`src/rtl/osc_trim_sar.sv`:
```
`default_nettype none
//==============================================================================
// Module   : osc_trim_sar
// Brief    : SAR oscillator trim engine with optional closed-loop +/-1 tracking,
//            measuring osc_clk cycles per (ref_div+1) reference periods.
// Revision : 1.0
//==============================================================================
module osc_trim_sar #(
    parameter int TRIM_W = 16,
    parameter int CNT_W  = 16,
    parameter int DIV_W  = 8,
    parameter int POL    = 1,
    parameter int SETTLE = 1
) (
    input  logic              osc_clk,
    input  logic              rstb,
    input  logic              ref_clk_i,
    input  logic              start_i,
    input  logic              abort_i,
    input  logic              mode_i,
    input  logic [3:0]        from_msb_i,
    input  logic [DIV_W-1:0]  ref_div_i,
    input  logic [CNT_W-1:0]  ref_cnt_i,
    input  logic [CNT_W-1:0]  tol_i,
    output logic [TRIM_W-1:0] trim_o,
    output logic              busy_o,
    output logic              done_o,
    output logic              locked_o,
    output logic              err_o,
    output logic [CNT_W-1:0]  meas_cnt_o,
    output logic              meas_valid_o
);

    typedef enum logic [2:0] {
        S_IDLE   = 3'd0,
        S_ALIGN  = 3'd1,
        S_SETTLE = 3'd2,
        S_MEAS   = 3'd3,
        S_DECIDE = 3'd4,
        S_DONE   = 3'd5,
        S_TRACK  = 3'd6
    } state_t;

    localparam logic [TRIM_W-1:0] TRIM_ONE = TRIM_W'(1);
    localparam logic [TRIM_W-1:0] TRIM_RST = TRIM_ONE << (TRIM_W - 1);
    localparam logic [TRIM_W-1:0] TRIM_MAX = '1;
    localparam logic [CNT_W-1:0]  CNT_ONE  = CNT_W'(1);
    localparam logic [CNT_W-1:0]  CNT_MAX  = '1;
    localparam logic [DIV_W-1:0]  DIV_ONE  = DIV_W'(1);
    localparam logic [1:0]        SETTLE_LD = 2'((SETTLE == 0) ? 0 : SETTLE - 1);
    localparam state_t            S_POSTCHG = (SETTLE == 0) ? S_MEAS : S_SETTLE;

    state_t              state_q;
    logic                ref_meta_q, ref_sync_q, ref_prev_q, ref_edge_q;
    logic [DIV_W-1:0]    win_q;
    logic [CNT_W-1:0]    osc_cnt_q;
    logic [1:0]          settle_q;
    logic [3:0]          bit_q;
    logic                mode_q, track_q;
    logic [DIV_W-1:0]    ref_div_q;
    logic [CNT_W-1:0]    ref_cnt_q, tol_q;
    logic [TRIM_W-1:0]   trim_q;
    logic                busy_q, done_q, locked_q, err_q, meas_valid_q;
    logic [CNT_W-1:0]    meas_cnt_q;

    logic                w_boundary;
    logic [CNT_W-1:0]    w_win_cnt;
    logic [3:0]          w_k;
    logic [TRIM_W-1:0]   w_bit_mask;
    logic                w_keep;
    logic [TRIM_W-1:0]   trim_sar_d;
    logic [CNT_W:0]      w_hi_raw, w_lo_raw;
    logic [CNT_W-1:0]    w_hi, w_lo;
    logic                w_above, w_below, w_step_up, w_step_dn;

    // The first edge in ALIGN always opens a fresh window, whatever win_q holds.
    assign w_boundary = ref_edge_q && ((state_q == S_ALIGN) || (win_q == '0));
    // Report the number of cycles in the window, including the boundary cycle.
    assign w_win_cnt  = (osc_cnt_q == CNT_MAX) ? CNT_MAX : osc_cnt_q + CNT_ONE;
    assign w_k        = ({1'b0, from_msb_i} >= 5'(TRIM_W)) ? 4'(TRIM_W - 1) : from_msb_i;

    assign w_bit_mask = TRIM_ONE << bit_q;
    assign w_keep     = (POL != 0) ? (meas_cnt_q <= ref_cnt_q) : (meas_cnt_q >= ref_cnt_q);
    assign trim_sar_d = (w_keep ? trim_q : (trim_q & ~w_bit_mask)) | (w_bit_mask >> 1);

    assign w_hi_raw   = {1'b0, ref_cnt_q} + {1'b0, tol_q};
    assign w_lo_raw   = {1'b0, ref_cnt_q} - {1'b0, tol_q};
    assign w_hi       = w_hi_raw[CNT_W] ? CNT_MAX : w_hi_raw[CNT_W-1:0];
    assign w_lo       = w_lo_raw[CNT_W] ? '0 : w_lo_raw[CNT_W-1:0];
    assign w_above    = meas_cnt_q > w_hi;
    assign w_below    = meas_cnt_q < w_lo;
    assign w_step_up  = (POL != 0) ? w_below : w_above;
    assign w_step_dn  = (POL != 0) ? w_above : w_below;

    always_ff @(posedge osc_clk or negedge rstb) begin
        if (!rstb) begin
            ref_meta_q <= 1'b0;
            ref_sync_q <= 1'b0;
            ref_prev_q <= 1'b0;
            ref_edge_q <= 1'b0;
            win_q      <= '0;
            osc_cnt_q  <= '0;
        end else begin
            ref_meta_q <= ref_clk_i;
            ref_sync_q <= ref_meta_q;
            ref_prev_q <= ref_sync_q;
            ref_edge_q <= ref_sync_q & ~ref_prev_q;
            if (w_boundary) begin
                win_q <= ref_div_q;
            end else if (ref_edge_q) begin
                win_q <= win_q - DIV_ONE;
            end
            if (w_boundary) begin
                osc_cnt_q <= '0;
            end else if (osc_cnt_q != CNT_MAX) begin
                osc_cnt_q <= osc_cnt_q + CNT_ONE;
            end
        end
    end

    always_ff @(posedge osc_clk or negedge rstb) begin
        if (!rstb) begin
            state_q      <= S_IDLE;
            settle_q     <= '0;
            bit_q        <= '0;
            mode_q       <= 1'b0;
            track_q      <= 1'b0;
            ref_div_q    <= '0;
            ref_cnt_q    <= '0;
            tol_q        <= '0;
            trim_q       <= TRIM_RST;
            busy_q       <= 1'b0;
            done_q       <= 1'b0;
            locked_q     <= 1'b0;
            err_q        <= 1'b0;
            meas_cnt_q   <= '0;
            meas_valid_q <= 1'b0;
        end else begin
            meas_valid_q <= 1'b0;
            if (abort_i) begin
                state_q  <= S_IDLE;
                busy_q   <= 1'b0;
                done_q   <= 1'b0;
                locked_q <= 1'b0;
            end else begin
                case (state_q)
                    S_IDLE, S_DONE: begin
                        if (start_i) begin
                            mode_q    <= mode_i;
                            track_q   <= 1'b0;
                            ref_div_q <= ref_div_i;
                            ref_cnt_q <= ref_cnt_i;
                            tol_q     <= tol_i;
                            bit_q     <= w_k;
                            trim_q    <= TRIM_ONE << w_k;
                            busy_q    <= 1'b1;
                            done_q    <= 1'b0;
                            locked_q  <= 1'b0;
                            err_q     <= 1'b0;
                            state_q   <= S_ALIGN;
                        end
                    end
                    S_ALIGN: begin
                        if (w_boundary) begin
                            settle_q <= SETTLE_LD;
                            state_q  <= S_POSTCHG;
                        end
                    end
                    S_SETTLE: begin
                        if (w_boundary) begin
                            if (settle_q == 2'd0) begin
                                state_q <= S_MEAS;
                            end else begin
                                settle_q <= settle_q - 2'd1;
                            end
                        end
                    end
                    S_MEAS, S_TRACK: begin
                        if (w_boundary) begin
                            meas_cnt_q   <= w_win_cnt;
                            meas_valid_q <= 1'b1;
                            state_q      <= S_DECIDE;
                        end
                    end
                    S_DECIDE: begin
                        settle_q <= SETTLE_LD;
                        if (!track_q) begin
                            trim_q <= trim_sar_d;
                            if (bit_q != 4'd0) begin
                                bit_q   <= bit_q - 4'd1;
                                state_q <= S_POSTCHG;
                            end else begin
                                done_q <= 1'b1;
                                if (mode_q) begin
                                    track_q <= 1'b1;
                                    state_q <= S_TRACK;
                                end else begin
                                    busy_q  <= 1'b0;
                                    state_q <= S_DONE;
                                end
                            end
                        end else if (w_step_up || w_step_dn) begin
                            locked_q <= 1'b0;
                            // A blocked step at either rail leaves trim alone and flags it.
                            if ((w_step_up && trim_q == TRIM_MAX) ||
                                (w_step_dn && trim_q == '0)) begin
                                err_q   <= 1'b1;
                                state_q <= S_TRACK;
                            end else begin
                                trim_q  <= w_step_up ? trim_q + TRIM_ONE : trim_q - TRIM_ONE;
                                state_q <= S_POSTCHG;
                            end
                        end else begin
                            locked_q <= 1'b1;
                            state_q  <= S_TRACK;
                        end
                    end
                    default: state_q <= S_IDLE;
                endcase
            end
        end
    end

    assign trim_o       = trim_q;
    assign busy_o       = busy_q;
    assign done_o       = done_q;
    assign locked_o     = locked_q;
    assign err_o        = err_q;
    assign meas_cnt_o   = meas_cnt_q;
    assign meas_valid_o = meas_valid_q;

endmodule
`default_nettype wire

```
`config.mk`:
```
export PLATFORM = sky130hd
export DESIGN_NAME = osc_trim_sar
export DESIGN_NICKNAME = d
export VERILOG_FILES = /design/src/rtl/osc_trim_sar.sv
export SDC_FILE = /design/constraint.sdc
export NUM_CORES = 1
export LEC_CHECK = 0
export BUFFER_PORTS_ARGS = -buffer_cell sky130_fd_sc_hd__buf_2
export CORE_UTILIZATION = 35
export CTS_CLUSTER_SIZE = 20
export DETAILED_ROUTE_END_ITERATION = 10
export HOLD_SLACK_MARGIN = 0.08
export PLACE_DENSITY = 0.58
export RECOVER_POWER = 100
export SLEW_MARGIN = 20
export SYNTH_ARGS = -nofsm -noshare
export SYNTH_HDL_FRONTEND = slang
export SYNTH_SLANG_ARGS = --single-unit
```
`constraint.sdc`:
```
create_clock -name osc_clk -period 7.6 [get_ports osc_clk]
set_clock_uncertainty 0.05 [all_clocks]
set_input_delay 0.38 -clock osc_clk [delete_from_list [all_inputs] [get_ports osc_clk]]
set_output_delay 0.38 -clock osc_clk [all_outputs]
set_load 0.03 [all_outputs]
```
## Word level (Yosys, flattened, before mapping)

Cells that the tools add are included.

- Add/sub/neg operators: 8
- $lt $le $gt $ge: 3
- Equality and inequality tests: 29
- Shift-type cells: 2
- Mux-type cells: 60
- Bitwise logic cells: 6
- Reduce and logical (&&, ||, !) cells: 29

Operators by type and width:

| cell | count |
|---|---|
| $mux W16 | 11 |
| $ne A3 B3 Y1 const B | 11 |
| $add A16 B1 Y16 const B | 2 |
| $eq A16 B16 Y1 const B | 2 |
| $pmux W16 S2 | 1 |
| $shl A1 B4 Y16 const A | 2 |
| $mux W3 | 10 |
| $reduce_and A5 Y1 | 5 |
| $mux W1 | 21 |
| $ne A2 B2 Y1 const B | 9 |
| $add A16 B16 Y17 | 1 |
| $sub A16 B16 Y17 | 1 |
| $and A16 B16 Y16 | 1 |
| $gt A16 B16 Y1 | 1 |
| $le A16 B16 Y1 | 1 |
| $logic_not A16 Y1 | 1 |
| $lt A16 B16 Y1 | 1 |
| $mux W8 | 2 |
| $ne A16 B16 Y1 const B | 1 |
| $not A16 Y16 | 1 |
| $or A16 B15 Y16 | 1 |
| $sub A16 B1 Y16 const B | 1 |
| $pmux W3 S5 | 1 |
| $mux W4 | 3 |
| 24 further kinds | 46 |

- Register bits: 116
- Bits of input ports: 50
- Output and inout port bits: 37
- Word-level logic and storage cells: 158

## Depth between registers and ports, before layout

Gate-level depths: netlist of run 1.

- Depth in word-level cells: 10
- Depth in mapped cells: 28
- Gate-level depth less buffers: 27

## Worst setup path before layout of run 1

OpenSTA, ideal clock, no wires.

- Path kind: register to register
- Start point: register ref_cnt_q[0]
- End point: register trim_q[14], in the netlist trim_o[14]
- Setup time: 0.124 ns
- Arrival time: 5.606 ns
- Required time: 7.426 ns
- Slack: 1.820 ns
- Cell stages (with the launch flop): 28
- Buffers on the path: 1
- Period minus slack after synthesis: 5.780 ns
- Path through: dfrtp_1 inv_1 ha_1 fa_1 nand2b_1 a21oi_2 a211o_1 o311a_4 nand2_1 nand2_1 clkbuf_1 nand2_1 ha_1 a21oi_1 nand2_1 a221oi_1 o211ai_1 or2_2 fa_1 a21oi_1 o21ai_1 o31a_1 o21a_1 o31a_1 a31oi_1 xor2_1 a221oi_1 o31a_1

- Word-level cells in the longest chain between the ends: 8
- Elaborated cells on any way between the ends: 21
- Those cells by class: add/sub: 2; order compare: 3; eq/ne: 2; mux: 8; bitwise: 1; reduce/logical: 5

Ends and longest elaborated chain:

| element | RTL line | source |
|---|---|---|
| from (decl) | 61 | `logic [CNT_W-1:0] ref_cnt_q, tol_q;` |
| from (signal assigned) | 152 | `ref_cnt_q <= ref_cnt_i;` |
| $sub A16 B16 Y17 | 87 | `assign w_lo_raw = {1'b0, ref_cnt_q} - {1'b0, tol_q};` |
| $mux W16 | 89 | `assign w_lo = w_lo_raw[CNT_W] ? '0 : w_lo_raw[CNT_W-1:0];` |
| $lt A16 B16 Y1 | 91 | `assign w_below = meas_cnt_q < w_lo;` |
| $mux W16 | 210 | `trim_q <= w_step_up ? trim_q + TRIM_ONE : trim_q - TRIM_ONE;` |
| $mux W16 | 205 | `if ((w_step_up && trim_q == TRIM_MAX) \|\|` |
| $mux W16 | 202 | `end else if (w_step_up \|\| w_step_dn) begin` |
| $mux W16 | 187 | `if (!track_q) begin` |
| $pmux W16 S2 | 146 | `case (state_q)` |
| to (signal assigned) | 155 | `trim_q <= TRIM_ONE << w_k;` |
| to (signal assigned) | 188 | `trim_q <= trim_sar_d;` |
| to (signal assigned) | 210 |  |
| to (decl) | 62 | `logic [TRIM_W-1:0] trim_q;` |

Several ways; a longest one is shown, not always the timed one. The select of a mux whose other input is x is not followed.
A chain may end at the register's enable or synchronous reset.

## Worst setup path after layout of run 1

- Start point: register tol_q[1]
- End point: register trim_q[14], in the netlist trim_o[14]

- Word-level cells in the longest chain between the ends: 8
- Elaborated cells on any way between the ends: 18
- Those cells by class: add/sub: 2; order compare: 2; eq/ne: 2; mux: 7; reduce/logical: 5

Ends and longest elaborated chain:

| element | RTL line | source |
|---|---|---|
| from (decl) | 61 |  |
| from (signal assigned) | 153 | `tol_q <= tol_i;` |
| $sub A16 B16 Y17 | 87 |  |
| $mux W16 | 89 |  |
| $lt A16 B16 Y1 | 91 |  |
| $mux W16 | 210 |  |
| $mux W16 | 205 |  |
| $mux W16 | 202 |  |
| $mux W16 | 187 |  |
| $pmux W16 S2 | 146 |  |

Several ways; a longest one is shown, not always the timed one. The select of a mux whose other input is x is not followed.

==> results.yml, run 1 <==
layout:
  register_area_um2: 2900
  diodes: 0
  multi_input_area_um2: 5450
  layout-drive-gt1-share_pct: 9.44
  fillCellCount: 2501
  area_delta_synth_final_pct: 13.5
  nNetsFinal: 1275
setup_path:
  path_buf_inv: 1
  crit_type: "reg -> reg"
  critPathMaxFanout: 16
  slowest_stage: "a221oi_1"
  worstSetupStartpointType: "flop"
  reg2reg_slack_ns: 0.79
  critical_path.endpoint_type: "flop"
  cp_slowest_stage_delay_ns: 0.62
  worstPathArrival_ns: 7.07
  critPathRequiredTime_ns: 7.86
  crit_family: "compound AO/OA/AOI/OAI gates"
power:
  irDropWorstVdd_mv: 0.167
  p_clk_share_pct: 17.3
  swShare_pct: 48.1
  p_total_mw: 4.60
  leakage_nw: 4.63
  intPower_mw: 2.39
  comb_power_share_pct: 60.0
  switchingPower_mw: 2.21
  power_per_cell_area_nw_per_um2: 459
  p_seq_share_pct: 22.7
status:
  status: "finished with violations"
  violations: "capacitance limit, slew limit"
clocking:
  cts_tree: "built"
  ctsResizeCount: 0
  cts.htree.levels: 4
  postCtsSetupRepairBufs: 0
  cts_inserted_buffers: 17
  clockBufferDepth: 2
  cts.sinks: 116
  cts-root-buf: "clkbuf_16"
  path_clk_slew_ns: 0.06
  clock_latency_ns: 0.42
synth:
  synth_seq_area_share_pct: 32.9
  yosysMostFrequentCell: "nand2_1"
  synthArstFlopShare_pct: 100
  yosys-top-cells-count: "nand2_1 (116), dfrtp_1 (115), nor2_1 (111)"
  synth_top_area_share_pct: 32.6
  synth_cell_types: 66
  synth_area_leaders: "dfrtp_1 (33%), ha_1 (14%), o21ai_0 (5.8%), nand2_1 (4.9%), nor2_1 (4.7%)"
  avgSynthCellArea_um2: 8.36
  synth_ff_type: "dfrtp_1"
  synthesis.area_um2: 8820
  synth_top_area_cell: "dfrtp_1"
  netlist_instances: 1055
  synth_warnings: 0
  ys_seq_elements: 116
  synth_edf_count: 0
  syn-num-nets: 1210
die:
  die_height_um: 161
  die_area_um2: 25800
  core_area_um2: 24500
  start_util_pct: 35.9
  ios: 87
  rows: 57
  die_x_um: 161
route:
  wl_per_cell_um: 16.3
  ant_nets: 0
  drtIter0Drc: 564
  drc: 0
  dr.pass1.iters: 5
  wirelength_mm: 23.7
  vias_per_cell: 5.34
  vias: 7774
hold_path:
  hold_class: "in -> reg"
place:
  dpl.hpwl_mm: 17.7
  port_buffers: 86
  gp_congestion: 0.886
sta:
  finalHoldViolCount: 0
  period_needed_ns: 6.81
  setup_viol: 0
  relSlewSlack_pct: -104
  fmax_mhz: 147
  min_period_over_period_pct: 89.6
  rsz0062_at_grt: "no"
  finalSetupTns_ns: 0
  slew_violations: 168
  worst-slew-pin-transition_ns: 3.05
global_route:
  track_usage_pct: 19.0
  grt_overflow_total: 0
  antenna_found_initial: 1
  first_global_vias: 7484
  grt_max_degree: 77
  grt_first_pass_wirelength_mm: 39.1
job:
  maxCapViolCount: 3
==> metrics by stage <==
stage / cell area, um^2 / setup WS, ns / cells / util [%] / hold slack, ns
3_3_place_gp: 9480 / 1.25 / 1422 / 38.7 / 0.285
5_1_grt: 10000 / 0.271 / 1457 / 40.8 / 0.111
3_5_place_dp: 9480 / 0.980 / 1422 / 38.7 / 0.292
6_report: 10000 / 0.791 / 1457 / 40.8 / 0.107
4_1_cts: 10100 / 0.934 / 1456 / 41.1 / 0.0961
2_1_floorplan: 8820 / 1.82 / 1055 / - / 0.0344
==> worst paths after layout <==
path | from | endpoint | cells past startpoint
worst max register to register | tol_q[1] | trim_o[14] | 27
worst max-delay path | tol_q[1] | trim_o[14] | 27
worst min-delay path | ref_cnt_i[5] | ref_cnt_q[5] | 3
min in group asynchronous | rstb | osc_cnt_q[0] | 2
max in group asynchronous | rstb | trim_o[10] | 4
worst min register to register | ref_meta_q | ref_sync_q | 0
==> cell usage in the layout, fill, tap and decap left out, types with 7 or more instances in the layout <==
| cell | instances |
|---|---|
| a221oi_1 | 9 |
| inv_1 | 63 |
| o21ai_0 | 111 |
| a21oi_1 | 74 |
| clkbuf_16 | 17 |
| o21a_1 | 14 |
| mux2_2 | 11 |
| clkbuf_1 | 41 |
| nand2b_1 | 14 |
| xor2_1 | 16 |
| nand4_1 | 18 |
| nor2b_1 | 13 |
| nor2_1 | 110 |
| buf_2 | 48 |
| a21o_1 | 8 |
| nand3_1 | 31 |
| o211ai_1 | 7 |
| and3_1 | 13 |
| dfrtp_1 | 115 |
| xnor2_1 | 30 |
| ha_1 | 102 |
| nor3_1 | 17 |
| o22ai_1 | 7 |
| a31oi_1 | 18 |
| nand2_1 | 116 |
==> state kept, by name, indices dropped and copies added (netlist names), 2 cells and up <==
name / count
ref_div_q: 8
win_q: 8
tol_q: 16
meas_cnt_o: 16
settle_q: 2
trim_o: 16
bit_q: 4
osc_cnt_q: 16
ref_cnt_q: 16
state_q: 3
==> repair_timing <==
item                       4_1_cts  5_1_grt
hold buffers                     2        0
setup endpoints to repair        0        0
hold endpoints to repair        41        0
==> routing by layer <==
layer / wire length, um / share of wire (%) / global-route usage, % / up-vias
met4: 322 / 1.4 / 5.36 / 2
met5: 13 / 0.055 / 0 / -
met1: 11700 / 49 / 26.6 / 3697
met2: 10500 / 44 / 29.6 / 169
li1: - / - / - / 3881
met3: 1140 / 4.8 / 3.59 / 25
==> kinds of logic (layout without fill, tap and decap cells) <==
family,Yosys count,count (layout),share of synthesized area (%)
AO/OA/AOI/OAI,303,303,21.7
XOR/XNOR,46,46,4.57
adder cells (fa/ha/maj),105,105,15.2
buffers and inverters,110,188,5.08
flip-flops,116,116,32.9
multiplexers,15,15,1.92
AND/OR/NAND/NOR,360,360,18.6
==> worst min-delay path: stages <==
cell,delay [ns]
buf_2,0.07
nand2_1,0.03
o21ai_0,0.05
==> area by class of cell <==
type	count	area share, %
Clock inverter	15	1.57
Multi-Input combinational cell	829	54.5
Tap cell	324	4.05
Timing Repair Buffer	93	4.29
Clock buffer	17	4.25
Sequential cell	116	29.0
Inverter	63	2.36
==> power groups by stage <==
stage | sequential [mW] | clock (mW) | combinational, mW
final | 1.04 | 0.796 | 2.76
after global routing | 1.07 | 0.848 | 3.13
after CTS | 1.04 | 0.814 | 2.77
after detailed placement | 1.05 | 0 | 2.74
after global placement | 1.04 | 0 | 2.71
after floorplan | 1.03 | 0 | 2.14
(Power assumes the default switching activity.)
==> run 2, diff against run 1 <==
- ABC_AREA: unset -> 1
- clock period: 7.6 -> 7 ns (I/O delays scaled with it)
==> run 2 against run 1 <==
Against the previous run: the flow still finishes with violations (capacitance limit, slew limit); sequential share of layout area fell by 1.2 points; first-iteration DRC count up 3.5%; final cell count increased by 15%; worst setup slack better by 0.26 ns; global-route usage increased by 0.39 points; area after synthesis is 2.1% higher; fmax increased by 14%; non-clock buffer count increased by 14; core utilization grew 0.69 points; highest routed layer is now met4.
==> results.yml, run 2 <==
synth:
  synthSimpleGateAreaFrac_pct: 24.1
  synth_warnings: 0
  synth_fa_ha_area_share_pct: 14.8
  synth_cell_types: 52
  yosysMostFrequentCell: "nand2_1"
  yosys-top-cells-count: "nand2_1 (270), inv_1 (162), o21ai_0 (118)"
  synthXorXnorAreaFrac_pct: 2.63
  muxShareOfSynthArea_pct: 0
  synthesis.area_um2: 9010
  synth_seq_area_share_pct: 32.2
  synth_ff_type: "dfrtp_1"
  syn-num-nets: 1388
  synth_edf_count: 0
  ys_seq_elements: 116
  synth_top_family_by_area: "simple AND/OR/NAND/NOR gates"
  synth_top_area_cell: "dfrtp_1"
  synth-compound-area-share_pct: 17.8
  synth_area_leaders: "dfrtp_1 (32%), ha_1 (14%), nand2_1 (11%), inv_1 (6.8%), o21ai_0 (6.6%)"
  synthArstFlopShare_pct: 100
  synth_top_area_share_pct: 31.9
  netlist_instances: 1233
  avgSynthCellArea_um2: 7.31
layout:
  layout_common_cells: "nand2_1 (271), inv_1 (164), o21ai_0 (125)"
  nNetsFinal: 1487
  final_util_pct: 41.5
  layout-drive-gt1-share_pct: 7.88
  fillCellCount: 2653
  register_area_um2: 2900
  area_delta_synth_final_pct: 16.0
  diodes: 0
  multi_input_area_um2: 5340
  final_area_um2: 10400
  layout_commonest_cell: "nand2_1"
sta:
  finalHoldViolCount: 0
  setup_viol: 0
  min_period_over_period_pct: 85.0
  period_needed_ns: 5.95
  rsz0062_at_grt: "no"
  finalSetupTns_ns: 0
  fmax_mhz: 168
  slew_violations: 211
  relSlewSlack_pct: -107
  hold_ws_ns: 0.0939
  worst-slew-pin-transition_ns: 3.10
route:
  vias_per_cell: 5.06
  ant_nets: 0
  dr.pass1.iters: 6
  wirelength_mm: 24.6
  drc: 0
  vias: 8469
  wl_per_cell_um: 14.7
  drtIter0Drc: 584
clocking:
  clock_latency_ns: 0.43
  cts-root-buf: "clkbuf_16"
  path_clk_slew_ns: 0.06
  cts_hold_buf: 18
  cts_inserted_buffers: 17
  cts.htree.levels: 4
  cts_tree: "built"
  clockBufferDepth: 2
  postCtsSetupRepairBufs: 0
  ctsResizeCount: 0
  cts.sinks: 116
setup_path:
  worstSetupStartpointType: "flop"
  endpoint: "trim_o[2]"
  r2r_start: "tol_q[0]"
  critPathRequiredTime_ns: 7.22
  slowest_stage: "a21oi_4"
  worstPathArrival_ns: 6.18
  crit_type: "reg -> reg"
  cpMostUsedCell: "nand2_1"
  regToRegEndpoint: "trim_o[2]"
  worstRegToRegCells: 33
  reg2reg_slack_ns: 1.05
  critical_path.endpoint_type: "flop"
  startpoint: "tol_q[0]"
  critPathMaxFanout: 28
  cp_slowest_stage_delay_ns: 0.59
die:
  die_x_um: 162
  start_util_pct: 35.8
  die_area_um2: 26400
  core_area_um2: 25200
  rows: 58
  ios: 87
  die_height_um: 162
global_route:
  antenna_found_initial: 0
  track_usage_pct: 19.4
  grt_max_degree: 75
  grt_first_pass_wirelength_mm: 40.7
  first_global_vias: 8190
  grt_overflow_total: 0
place:
  gp_congestion: 0.872
  dpl.hpwl_mm: 18.5
  dpl_cell_area_um2: 9760
  port_buffers: 86
job:
  maxCapViolCount: 4
status:
  violations: "capacitance limit, slew limit"
  status: "finished with violations"
hold_path:
  hold_class: "in -> reg"
[run 2: changes by cell type in the layout (fill, tap and decap cells not counted), sizes merged, moves of 16 or more]
cell,before,now
dlygate4sd3,2,18
nor2,111,95
xnor2,30,2
inv,65,169
nand2,116,277
nand3,31,71
[run 2: cell families after synthesis]
family / count (synthesis)
flops: 116
xor+xnor: 27
fa+ha+maj: 105
simple gates: 508
buf+inv: 195
compound gates: 282
[run 2: worst min path at each step]
stage | start | slack [ns] | depth (start not counted) | end
final | ref_cnt_i[13] | 0.09 | 3 | ref_cnt_q[13]
after global routing | ref_cnt_i[8] | 0.08 | 3 | ref_cnt_q[8]
after CTS | ref_cnt_i[10] | 0.08 | 3 | ref_cnt_q[10]
after detailed placement | ref_meta_q | 0.29 | 0 | ref_sync_q
after global placement | ref_meta_q | 0.28 | 0 | ref_sync_q
after floorplan | rstb | 0.004 | 0 | bit_q[0]
[run 2: critical path: cells and delay by family, from the launching register on]
kind	cells	cell delay, ns
fa+ha+maj	3	0.89
flops	1	0.39
compound gates	7	1.50
buf+inv	4	0.37
simple gates	19	2.61
[run 2: layer usage]
layer | share of wire [%] | track usage [%]
met1 | 49 | 26.1
met2 | 46 | 31.9
met3 | 4.7 | 3.69
met4 | 1.2 | 4.25
met5 | 0 | 0
[run 2: layout make-up]
class,instances,share of cell area (%)
Multi-Input combinational cell,922,51.1
Sequential cell,116,27.8
Inverter,168,6.04
Timing Repair Buffer,107,5.51
Clock buffer,18,4.11
Tap cell,330,3.95
Clock inverter,14,1.48
[run 2: through the flow]
stage	std cells	setup WS (ns)
finish	1675	1.05
global route	1675	0.382
CTS	1675	1.11
detailed placement	1625	1.19
global placement	1625	1.28
floorplan	1233	2.00
Power of run 2 is not shown: default switching activity piles up to over one toggle a cycle in this logic, so the estimate is an artifact.
